===== src/rtl/fft64_frame_ctrl_if.sv =====
// Bus bundle between the frame controller and its surroundings.
// It carries the input stream, the pipeline side, the output stream and the status signals.
interface fft64_frame_ctrl_if #(
  parameter int width = 11,
  parameter int cnt_w = 16
);
  logic             s_valid;
  logic             s_ready;
  logic [width-1:0] s_re;
  logic [width-1:0] s_im;

  logic             fft_ce;
  logic             fft_valid_a;
  logic [width-1:0] fft_ar;
  logic [width-1:0] fft_ai;
  logic             fft_valid_o;
  logic [width-1:0] fft_xr;
  logic [width-1:0] fft_xi;
  logic [width-1:0] fft_yr;
  logic [width-1:0] fft_yi;

  logic             m_valid;
  logic             m_ready;
  logic [width-1:0] m_xr;
  logic [width-1:0] m_xi;
  logic [width-1:0] m_yr;
  logic [width-1:0] m_yi;
  logic             m_first;
  logic             m_last;
  logic [4:0]       m_beat;

  logic             busy;
  logic [cnt_w-1:0] frames_in;
  logic [cnt_w-1:0] frames_out;
  logic             err_underrun;
  logic             err_spurious;
  logic             clear_err;

  // The frame controller owns this bus.
  modport master (
    input  s_valid, s_re, s_im,
    output s_ready,
    output fft_ce, fft_valid_a, fft_ar, fft_ai,
    input  fft_valid_o, fft_xr, fft_xi, fft_yr, fft_yi,
    output m_valid, m_xr, m_xi, m_yr, m_yi, m_first, m_last, m_beat,
    input  m_ready,
    output busy, frames_in, frames_out, err_underrun, err_spurious,
    input  clear_err
  );

  modport slave (
    output s_valid, s_re, s_im,
    input  s_ready,
    input  fft_ce, fft_valid_a, fft_ar, fft_ai,
    output fft_valid_o, fft_xr, fft_xi, fft_yr, fft_yi,
    input  m_valid, m_xr, m_xi, m_yr, m_yi, m_first, m_last, m_beat,
    output m_ready,
    input  busy, frames_in, frames_out, err_underrun, err_spurious,
    output clear_err
  );
endinterface


===== src/rtl/fft64_frame_ctrl.sv =====
// Frame sequencer for the 64-point FFT: cuts the input stream into 64-sample frames,
// gates the pipeline clock-enable on output backpressure and tags 32-beat output frames.
module fft64_frame_ctrl #(
  parameter int width      = 11,
  parameter int max_frames = 4,
  parameter int cnt_w      = 16
) (
  input logic               CLK,
  input logic               RST,
  fft64_frame_ctrl_if.master bus
);

  typedef enum logic {IDLE, FILL} state_t;

  localparam logic [3:0] max_out = 4'(max_frames);

  state_t           state;
  state_t           state_next;
  logic [5:0]       samp_cnt;
  logic [5:0]       samp_cnt_next;
  logic [4:0]       beat_cnt;
  logic [3:0]       outstanding;
  logic [cnt_w-1:0] frames_in_q;
  logic [cnt_w-1:0] frames_out_q;
  logic             err_underrun_q;
  logic             err_spurious_q;
  logic             valid_a_q;
  logic [width-1:0] ar_q;
  logic [width-1:0] ai_q;

  logic have_frames;
  logic stall;
  logic ce;
  logic s_ready_c;
  logic emit;
  logic pad;
  logic in_done;
  logic out_hs;
  logic out_done;
  logic spurious;

  // Output only stalls while a real frame is draining; stray pipeline beats never block.
  assign have_frames = (outstanding != 4'd0);
  assign stall       = bus.fft_valid_o & ~bus.m_ready & have_frames;
  assign ce          = RST & ~stall;
  assign out_hs      = bus.m_valid & bus.m_ready;
  assign out_done    = out_hs & (beat_cnt == 5'd31);
  assign spurious    = bus.fft_valid_o & ~have_frames;

  assign bus.fft_ce      = ce;
  assign bus.s_ready     = s_ready_c;
  assign bus.fft_valid_a = valid_a_q;
  assign bus.fft_ar      = ar_q;
  assign bus.fft_ai      = ai_q;

  assign bus.m_valid = bus.fft_valid_o & have_frames & RST;
  assign bus.m_xr    = bus.fft_xr;
  assign bus.m_xi    = bus.fft_xi;
  assign bus.m_yr    = bus.fft_yr;
  assign bus.m_yi    = bus.fft_yi;
  assign bus.m_beat  = beat_cnt;
  assign bus.m_first = (beat_cnt == 5'd0);
  assign bus.m_last  = (beat_cnt == 5'd31);

  assign bus.busy         = (state == FILL) | have_frames;
  assign bus.frames_in    = frames_in_q;
  assign bus.frames_out   = frames_out_q;
  assign bus.err_underrun = err_underrun_q;
  assign bus.err_spurious = err_spurious_q;

  always_comb begin
    state_next    = state;
    samp_cnt_next = samp_cnt;
    s_ready_c     = 1'b0;
    emit          = 1'b0;
    pad           = 1'b0;
    in_done       = 1'b0;
    case (state)
      IDLE: begin
        s_ready_c = ce & (outstanding < max_out);
        emit      = bus.s_valid & s_ready_c;
        if (emit) begin
          state_next    = FILL;
          samp_cnt_next = 6'd1;
        end
      end
      FILL: begin
        // Once a frame has started it must stay contiguous, so gaps become zero samples.
        s_ready_c = ce;
        emit      = ce;
        pad       = ce & ~bus.s_valid;
        if (ce) begin
          samp_cnt_next = samp_cnt + 6'd1;
          if (samp_cnt == 6'd63) begin
            in_done    = 1'b1;
            state_next = IDLE;
          end
        end
      end
      default: begin
        state_next    = IDLE;
        samp_cnt_next = 6'd0;
      end
    endcase
  end

  always_ff @(posedge CLK) begin
    if (!RST) begin
      state          <= IDLE;
      samp_cnt       <= 6'd0;
      beat_cnt       <= 5'd0;
      outstanding    <= 4'd0;
      frames_in_q    <= '0;
      frames_out_q   <= '0;
      err_underrun_q <= 1'b0;
      err_spurious_q <= 1'b0;
      valid_a_q      <= 1'b0;
      ar_q           <= '0;
      ai_q           <= '0;
    end else begin
      if (ce) begin
        state     <= state_next;
        samp_cnt  <= samp_cnt_next;
        valid_a_q <= emit;
        if (emit) begin
          ar_q <= pad ? '0 : bus.s_re;
          ai_q <= pad ? '0 : bus.s_im;
        end
        if (out_hs) begin
          beat_cnt <= beat_cnt + 5'd1;
        end
        if (in_done) begin
          frames_in_q <= frames_in_q + cnt_w'(1);
        end
        if (out_done) begin
          frames_out_q <= frames_out_q + cnt_w'(1);
        end
        // A frame finishing on each side in the same cycle leaves the count alone.
        case ({in_done, out_done})
          2'b10:   outstanding <= outstanding + 4'd1;
          2'b01:   outstanding <= outstanding - 4'd1;
          default: outstanding <= outstanding;
        endcase
      end
      if (bus.clear_err) begin
        err_underrun_q <= 1'b0;
        err_spurious_q <= 1'b0;
      end else if (ce) begin
        if (pad) begin
          err_underrun_q <= 1'b1;
        end
        if (spurious) begin
          err_spurious_q <= 1'b1;
        end
      end
    end
  end

  a_outstanding_max: assert property (@(posedge CLK) disable iff (!RST)
    outstanding <= max_out);

  a_idle_count_zero: assert property (@(posedge CLK) disable iff (!RST)
    (state == IDLE) |-> (samp_cnt == 6'd0));

endmodule


===== src/flat_wrapper.sv =====
// flat-port wrapper written by rule: the top's interface ports become plain ports
module fft64_frame_ctrl_flat 
#(
  parameter int width      = 11,
  parameter int max_frames = 4,
  parameter int cnt_w      = 16
)
  (CLK, RST, bus_s_valid, bus_s_re, bus_s_im, bus_s_ready, bus_fft_ce, bus_fft_valid_a, bus_fft_ar, bus_fft_ai, bus_fft_valid_o, bus_fft_xr, bus_fft_xi, bus_fft_yr, bus_fft_yi, bus_m_valid, bus_m_xr, bus_m_xi, bus_m_yr, bus_m_yi, bus_m_first, bus_m_last, bus_m_beat, bus_m_ready, bus_busy, bus_frames_in, bus_frames_out, bus_err_underrun, bus_err_spurious, bus_clear_err);
  fft64_frame_ctrl_if #(.width(width), .cnt_w(cnt_w)) bus_i ();
  input logic CLK;
  input logic RST;
  input wire logic [$bits(bus_i.s_valid)-1:0] bus_s_valid;
  input wire logic [$bits(bus_i.s_re)-1:0] bus_s_re;
  input wire logic [$bits(bus_i.s_im)-1:0] bus_s_im;
  output wire logic [$bits(bus_i.s_ready)-1:0] bus_s_ready;
  output wire logic [$bits(bus_i.fft_ce)-1:0] bus_fft_ce;
  output wire logic [$bits(bus_i.fft_valid_a)-1:0] bus_fft_valid_a;
  output wire logic [$bits(bus_i.fft_ar)-1:0] bus_fft_ar;
  output wire logic [$bits(bus_i.fft_ai)-1:0] bus_fft_ai;
  input wire logic [$bits(bus_i.fft_valid_o)-1:0] bus_fft_valid_o;
  input wire logic [$bits(bus_i.fft_xr)-1:0] bus_fft_xr;
  input wire logic [$bits(bus_i.fft_xi)-1:0] bus_fft_xi;
  input wire logic [$bits(bus_i.fft_yr)-1:0] bus_fft_yr;
  input wire logic [$bits(bus_i.fft_yi)-1:0] bus_fft_yi;
  output wire logic [$bits(bus_i.m_valid)-1:0] bus_m_valid;
  output wire logic [$bits(bus_i.m_xr)-1:0] bus_m_xr;
  output wire logic [$bits(bus_i.m_xi)-1:0] bus_m_xi;
  output wire logic [$bits(bus_i.m_yr)-1:0] bus_m_yr;
  output wire logic [$bits(bus_i.m_yi)-1:0] bus_m_yi;
  output wire logic [$bits(bus_i.m_first)-1:0] bus_m_first;
  output wire logic [$bits(bus_i.m_last)-1:0] bus_m_last;
  output wire logic [$bits(bus_i.m_beat)-1:0] bus_m_beat;
  input wire logic [$bits(bus_i.m_ready)-1:0] bus_m_ready;
  output wire logic [$bits(bus_i.busy)-1:0] bus_busy;
  output wire logic [$bits(bus_i.frames_in)-1:0] bus_frames_in;
  output wire logic [$bits(bus_i.frames_out)-1:0] bus_frames_out;
  output wire logic [$bits(bus_i.err_underrun)-1:0] bus_err_underrun;
  output wire logic [$bits(bus_i.err_spurious)-1:0] bus_err_spurious;
  input wire logic [$bits(bus_i.clear_err)-1:0] bus_clear_err;
  assign bus_i.s_valid = bus_s_valid;
  assign bus_i.s_re = bus_s_re;
  assign bus_i.s_im = bus_s_im;
  assign bus_s_ready = bus_i.s_ready;
  assign bus_fft_ce = bus_i.fft_ce;
  assign bus_fft_valid_a = bus_i.fft_valid_a;
  assign bus_fft_ar = bus_i.fft_ar;
  assign bus_fft_ai = bus_i.fft_ai;
  assign bus_i.fft_valid_o = bus_fft_valid_o;
  assign bus_i.fft_xr = bus_fft_xr;
  assign bus_i.fft_xi = bus_fft_xi;
  assign bus_i.fft_yr = bus_fft_yr;
  assign bus_i.fft_yi = bus_fft_yi;
  assign bus_m_valid = bus_i.m_valid;
  assign bus_m_xr = bus_i.m_xr;
  assign bus_m_xi = bus_i.m_xi;
  assign bus_m_yr = bus_i.m_yr;
  assign bus_m_yi = bus_i.m_yi;
  assign bus_m_first = bus_i.m_first;
  assign bus_m_last = bus_i.m_last;
  assign bus_m_beat = bus_i.m_beat;
  assign bus_i.m_ready = bus_m_ready;
  assign bus_busy = bus_i.busy;
  assign bus_frames_in = bus_i.frames_in;
  assign bus_frames_out = bus_i.frames_out;
  assign bus_err_underrun = bus_i.err_underrun;
  assign bus_err_spurious = bus_i.err_spurious;
  assign bus_i.clear_err = bus_clear_err;
  fft64_frame_ctrl #(.width(width), .max_frames(max_frames), .cnt_w(cnt_w)) u_core (.CLK(CLK), .RST(RST), .bus(bus_i));
endmodule

===== config.mk =====
export PLATFORM = sky130hd
export DESIGN_NAME = fft64_frame_ctrl_flat
export DESIGN_NICKNAME = d
export VERILOG_FILES = /design/src/rtl/fft64_frame_ctrl_if.sv /design/src/rtl/fft64_frame_ctrl.sv /design/src/flat_wrapper.sv
export SDC_FILE = /design/constraint.sdc
export NUM_CORES = 1
export LEC_CHECK = 0
export ABC_CLOCK_PERIOD_IN_PS = 2770
export CORE_MARGIN = 2
export CORE_UTILIZATION = 38
export CTS_BUF_LIST = sky130_fd_sc_hd__clkbuf_4
export DETAILED_ROUTE_END_ITERATION = 6
export PLACE_DENSITY = 0.79
export SKIP_CTS_REPAIR_TIMING = 1
export SLEW_MARGIN = 20
export SYNTH_ARGS = -nofsm -noshare
export SYNTH_HDL_FRONTEND = slang
export SYNTH_SLANG_ARGS = --single-unit
export TNS_END_PERCENT = 30

===== constraint.sdc =====
create_clock -name CLK -period 2.77 [get_ports CLK]
set_input_delay 0.554 -clock CLK [delete_from_list [all_inputs] [get_ports CLK]]
set_output_delay 0.554 -clock CLK [all_outputs]
set_load 0.02 [all_outputs]

# == Word level (Yosys, flattened, before mapping) ==
# Cells that the tools add are included.
# op_classes
mux,14
div,0
n_eq_ne,5
shifts,0
n_mul,0
bitwise,18
addsub,6
magnitude_cmp,1
n_reduce_logical,12
# op_table
op,count
$add A16 B1 Y16 const B,2
$mux W11,2
$reduce_and A2 Y1,8
$pmux W6 S2,1
$and A1 B1 Y1,11
$pmux W4 S2,1
$add A6 B1 Y6 const B,1
$eq A6 B6 Y1 const B,1
$mux W1,6
$mux W6,1
$not A1 Y1,6
$pmux W1 S2,3
$add A5 B1 Y5 const B,1
$eq A5 B5 Y1 const B,1
$logic_not A5 Y1,1
$add A4 B1 Y4 const B,1
$lt A4 B3 Y1 const B,1
$reduce_bool A4 Y1,1
$sub A4 B1 Y4 const B,1
$eq A2 B1 Y1 const B,1
$eq A2 B2 Y1 const B,1
$ne A2 B1 Y1 const B,1
$reduce_bool A2 Y1,1
$reduce_or A2 Y1,1
$or A1 B1 Y1,1
# word_totals
mem_bits_ro,0
n_memories,0
word_cells,67
out_inout_bits,112
in_bits,72
latch_bits,0
reg_bits,73
ram_bits,0

# == Depth between registers and ports, before layout ==
# Gate-level depths: netlist of the first run.
# depth
word_depth,10
mapped_depth,12
ltp_nobuf,12

# == Worst setup path after synthesis of the first run ==
# Ideal clock, no wire load.
# synth_path
path_type,register -> register
from,register u_core.beat_cnt[1] (netlist: u_core.bus.m_beat[1])
to,register u_core.outstanding[2]
period_less_slack_ns,2.713
path_stages_with_launch,13
slack_ns,0.057
setup_time_ns,0.070
arrival_time_ns,2.643
cell_sequence,dfxtp_1 -> ha_1 -> and3_1 -> ha_1 -> nand4_1 -> nor2_1 -> ha_1 -> xor2_1 -> ha_1 -> a21oi_1 -> xor2_1 -> or3_1 -> a21oi_1
# synth_between
elab_chain_cells,5
# synth_rtl
item,line_no,source
start: declaration,fft64_frame_ctrl.sv:21,logic [4:0] beat_cnt;
start signal: assignment,fft64_frame_ctrl.sv:130,beat_cnt <= beat_cnt + 5'd1;
$eq A5 B5 Y1 *,-,
net bus_m_last,flat_wrapper.sv:31,output wire logic [$bits(bus_i.m_last)-1:0] bus_m_last;
$and A1 B1 Y1 *,fft64_frame_ctrl.sv:47,assign out_done = out_hs & (beat_cnt == 5'd31);
$eq A2 B2 Y1 or $eq A2 B1 Y1 (tied branches),fft64_frame_ctrl.sv:139,"case ({in_done, out_done})"
$reduce_bool A2 Y1 (no source line),-,
$reduce_and A2 Y1 (no source line),-,
end signal: assignment,fft64_frame_ctrl.sv:140,2'b10: outstanding <= outstanding + 4'd1;
end signal: assignment,fft64_frame_ctrl.sv:141,2'b01: outstanding <= outstanding - 4'd1;
end signal: assignment,fft64_frame_ctrl.sv:142,default: outstanding <= outstanding;
end: declaration,fft64_frame_ctrl.sv:22,logic [3:0] outstanding;
# The timed path passes the listed nets; every way through them passes the cells marked *.
# A chain may end at the register's enable or synchronous reset.

# == Final worst setup path of the first run ==
# layout_path
from,register u_core.outstanding[1]
to,output port bus_busy
# layout_between
elab_chain_cells,2
# layout_rtl
item,line_no,source
$reduce_bool A4 Y1,fft64_frame_ctrl.sv:43,assign have_frames = (outstanding != 4'd0);
$or A1 B1 Y1,fft64_frame_ctrl.sv:65,assign bus.busy = (state == FILL) | have_frames;
end: declaration,flat_wrapper.sv:34,output wire logic [$bits(bus_i.busy)-1:0] bus_busy;
# Every way passes these cells.

==> results.sh, run 1 <==
export IMPL_hp_start="u_core.bus.fft_ar[7]"
export IMPL_grt_pass1_wl_um=14600
export IMPL_die_area_um2=10500
export IMPL_fmaxAchievable_ghz=0.378
export IMPL_fin_area_um2=4790
export IMPL_max_clock_buf_depth=2
export IMPL_route_final_wire_length_um=9120
export IMPL_max_slew_margin_rel=0.420
export IMPL_yosys_cell_types_count=43
export IMPL_number_of_antenna_violations_at_the_first_check_in_global_routing=0
export IMPL_hold_vio_cnt_final=0
export IMPL_synth_warning_count=0
export IMPL_utilization_after_layout=0.499
export IMPL_grtUsageTotal=0.172
export IMPL_synth_edf_count=0
export IMPL_crit_required_ps=2220
export IMPL_summed_instance_area_of_the_synthesized_netlist_um2=3700
export IMPL_setup_viol_count_final=0
export IMPL_depth_of_the_worst_hold_timing_path=2
export IMPL_reg2reg_end="u_core.outstanding[2]"
export IMPL_fin_skew_ps=14.6
export IMPL_design_portCount=184
export IMPL_cts_root_buf="sky130_fd_sc_hd__clkbuf_4"
export IMPL_setup_reg_to_reg_worst_slack_ps=130
export IMPL_antennaDiodeCount=0
export IMPL_final_instance_count_excl_fill=659
export IMPL_place_port_buffers=95
export IMPL_number_of_global_route_vias_before_repair=3168
export IMPL_critical_path_max_fanout=8
export IMPL_fin_tns_setup_ps=0
export IMPL_setup_worst_path_start_class="flop"
export IMPL_drc_viols=0
export IMPL_post_drt_wl_per_cell_um=13.8
export IMPL_run_status="complete, no violations"
export IMPL_hold_path_class="flop to flop"
export IMPL_finalWorstPathRequiredPeriod_ps=2640
export IMPL_worst_endpoint_arrival_ps=2090
export IMPL_numClockSinks=73
export IMPL_drt_pass_1_iters=4
export IMPL_pre_cts_ws_ps=-109
export IMPL_gpl_congestion=0.832
export IMPL_setup_repair_after_global_routing_missed_its_margin="yes"
export IMPL_worst_slew_pin_transition_ps=862
export IMPL_drive_above_1_share=0.0932
export IMPL_drv_cap=0
export IMPL_final_max_slew_violation_count=0
export IMPL_design_final_nets=602
export IMPL_r2r_start="u_core.bus.m_beat[0]"
export IMPL_ir_worst_vdd_mv=0.226
export IMPL_clk_latency_worst_skew_pair_ps=410
export IMPL_dp_hpwl_um=6830
export IMPL_postSynthNetCount=532
export IMPL_placed_cells_incl_taps=642
export IMPL_pin_count_of_the_biggest_net_entering_global_routing=25
export IMPL_post_synth_main_area_contributors="sky130_fd_sc_hd__dfxtp_1 (39%), sky130_fd_sc_hd__buf_4 (8.9%), sky130_fd_sc_hd__nand2_1 (6.9%), sky130_fd_sc_hd__a21oi_1 (6.1%), sky130_fd_sc_hd__mux2i_1 (4.3%)"
export IMPL_detail_route_vias_per_cell=5.16
export IMPL_floorplan_initialDensity=0.386
export IMPL_clk_pin_slew_worst_paths_ps=110
export IMPL_fin_ws_ps=127
export IMPL_end_kind="primary output"
export IMPL_fp_row_count=36
export IMPL_detailed_place_area_um2=4610
export IMPL_globalRoute_totalOverflow=0
export IMPL_setup_worst_path_class="flop to primary output"
export IMPL_ys_seq_area_frac=0.395
export IMPL_area_delta_synth_final_pct=29.3
export IMPL_syn_area_per_cell_um2=8.21
export IMPL_pwr_per_cell_area_nw_per_um2=429
export IMPL_tritoncts_clock_tree="done"
export IMPL_post_route_period_util=0.954
export IMPL_synth_async_sr_flop_share=0
export IMPL_synth_top_cell_by_area="sky130_fd_sc_hd__dfxtp_1"
export IMPL_worstHoldEndpoint="u_core.bus.fft_ar[7]"
export IMPL_dr_total_vias=3398
export IMPL_synth_seq_cells=73
export IMPL_fin_hold_ws_ps=460
export IMPL_p_leak_nw=1.76
export IMPL_drt_antenna_violating_nets=0
export IMPL_dieWidth_um=103
export IMPL_syn_instance_count=451
export IMPL_cts_buffers=9
export IMPL_synth_flop_cell="sky130_fd_sc_hd__dfxtp_1"
export IMPL_die_height_um=103
export IMPL_htreeDepth=3
export IMPL_std_cell_core_area_um2=9590
export IMPL_synth_largest_type_area_fraction=0.395
export IMPL_drt_iter0_markers=141
export IMPL_ff2ff_path_depth=12
export IMPL_total_power_mw=2.05
==> critical path: stages, from the launching register on <==
cell,delay [ps]
sky130_fd_sc_hd__dfxtp_1,360
sky130_fd_sc_hd__buf_4,180
sky130_fd_sc_hd__nor4_1,330
sky130_fd_sc_hd__buf_4,200
sky130_fd_sc_hd__nand2_1,70
sky130_fd_sc_hd__clkdlybuf4s50_1,540
==> worst max path at each step <==
| stage | startpoint | endpoint | cells past startpoint |
|---|---|---|---|
| after global routing | u_core.bus.m_beat[0] | u_core.outstanding[2] | 12 |
| after CTS | u_core.outstanding[0] | bus_s_ready | 5 |
| final | u_core.outstanding[1] | bus_busy | 5 |
| after floorplan | u_core.bus.m_beat[1] | u_core.outstanding[2] | 12 |
| after detailed placement | RST | u_core.outstanding[2] | 11 |
| after global placement | RST | u_core.outstanding[2] | 11 |
==> Yosys cell counts (7+ instances only) <==
cell type,n
sky130_fd_sc_hd__dfxtp_1,73
sky130_fd_sc_hd__nand2_1,68
sky130_fd_sc_hd__a21oi_1,45
sky130_fd_sc_hd__buf_4,44
sky130_fd_sc_hd__nand3_1,26
sky130_fd_sc_hd__nor2_1,24
sky130_fd_sc_hd__mux2i_1,16
sky130_fd_sc_hd__nand4_1,12
sky130_fd_sc_hd__o21ai_1,12
sky130_fd_sc_hd__clkbuf_1,11
sky130_fd_sc_hd__or3_1,11
sky130_fd_sc_hd__inv_1,10
sky130_fd_sc_hd__ha_1,9
sky130_fd_sc_hd__xnor2_1,8
sky130_fd_sc_hd__nand2b_1,7
sky130_fd_sc_hd__o31ai_1,7
==> kinds of logic after synthesis <==
logic type,share of synthesized area
AOI/OAI and AO/OA,0.135
buffers and inverters,0.121
xor gates and xnor gates,0.0284
and+or+nand+nor,0.247
muxes,0.0433
DFF,0.395
adders and majority gates,0.0304
==> cells in the final DEF (no fill, tap or decap), drive strengths merged, types with 2 or more instances in the layout <==
master         count
clkbuf            10
clkinv             2
nor2              24
and3               5
clkdlybuf4s50     92
xnor2              8
dlymetal6s2s       2
nand4             12
inv               10
nand3             26
nand3b             2
o211ai             2
and2               3
ha                 9
or3               11
mux2i             16
and4               3
xor2               4
bufinv             2
dfxtp             73
a21oi             45
nor4b              2
buf               28
o21a               2
o31ai              7
clkinvlp           2
nand2             68
nor3               5
nor4               6
nand2b             7
o21ai             18
or4                6
o41ai              2
nor3b              2
==> per-layer routing <==
| layer | vias up | track usage | wire length (µm) |
|---|---|---|---|
| met5 | - | 0 | 0 |
| met4 | 0 | 0.0554 | 82 |
| met3 | 12 | 0.0468 | 543 |
| met2 | 91 | 0.297 | 4650 |
| met1 | 1612 | 0.208 | 3840 |
| li1 | 1683 | - | - |
==> power breakdown <==
| group | switching, mW | internal [mW] |
|---|---|---|
| clock | 0.377 | 0.370 |
| combinational | 0.114 | 0.106 |
| sequential | 0.0141 | 1.07 |
| total | 0.506 | 1.55 |
==> registers in the layout (all words and copies together), names as in the netlist <==
| name | flops |
|---|---|
| u_core.bus.frames_in | 16 |
| u_core.bus.frames_out | 16 |
| u_core.bus.fft_ai | 11 |
| u_core.bus.fft_ar | 11 |
| u_core.samp_cnt | 6 |
| u_core.bus.m_beat | 5 |
| u_core.outstanding | 4 |
| u_core.bus.err_spurious | 1 |
| u_core.bus.err_underrun | 1 |
| u_core.bus.fft_valid_a | 1 |
| u_core.state | 1 |
==> final cells by class <==
| cell class | count | area, µm² |
|---|---|---|
| fill | 904 | 4810 |
| multi-input combinational | 305 | 1810 |
| sequential | 73 | 1460 |
| timing repair buffer | 122 | 1160 |
| tap | 133 | 166 |
| clock inverter | 6 | 82.6 |
| clock buffer | 10 | 75.1 |
| inverter | 10 | 37.5 |
Note: power is estimated with default switching activity, not from simulation.
==> run 2, diff against run 1 <==
Settings changed: SLEW_MARGIN 20 to unset.
==> results of run 2 <==
Same layout as run 1: the final DEF is identical, and so are final timing and power.
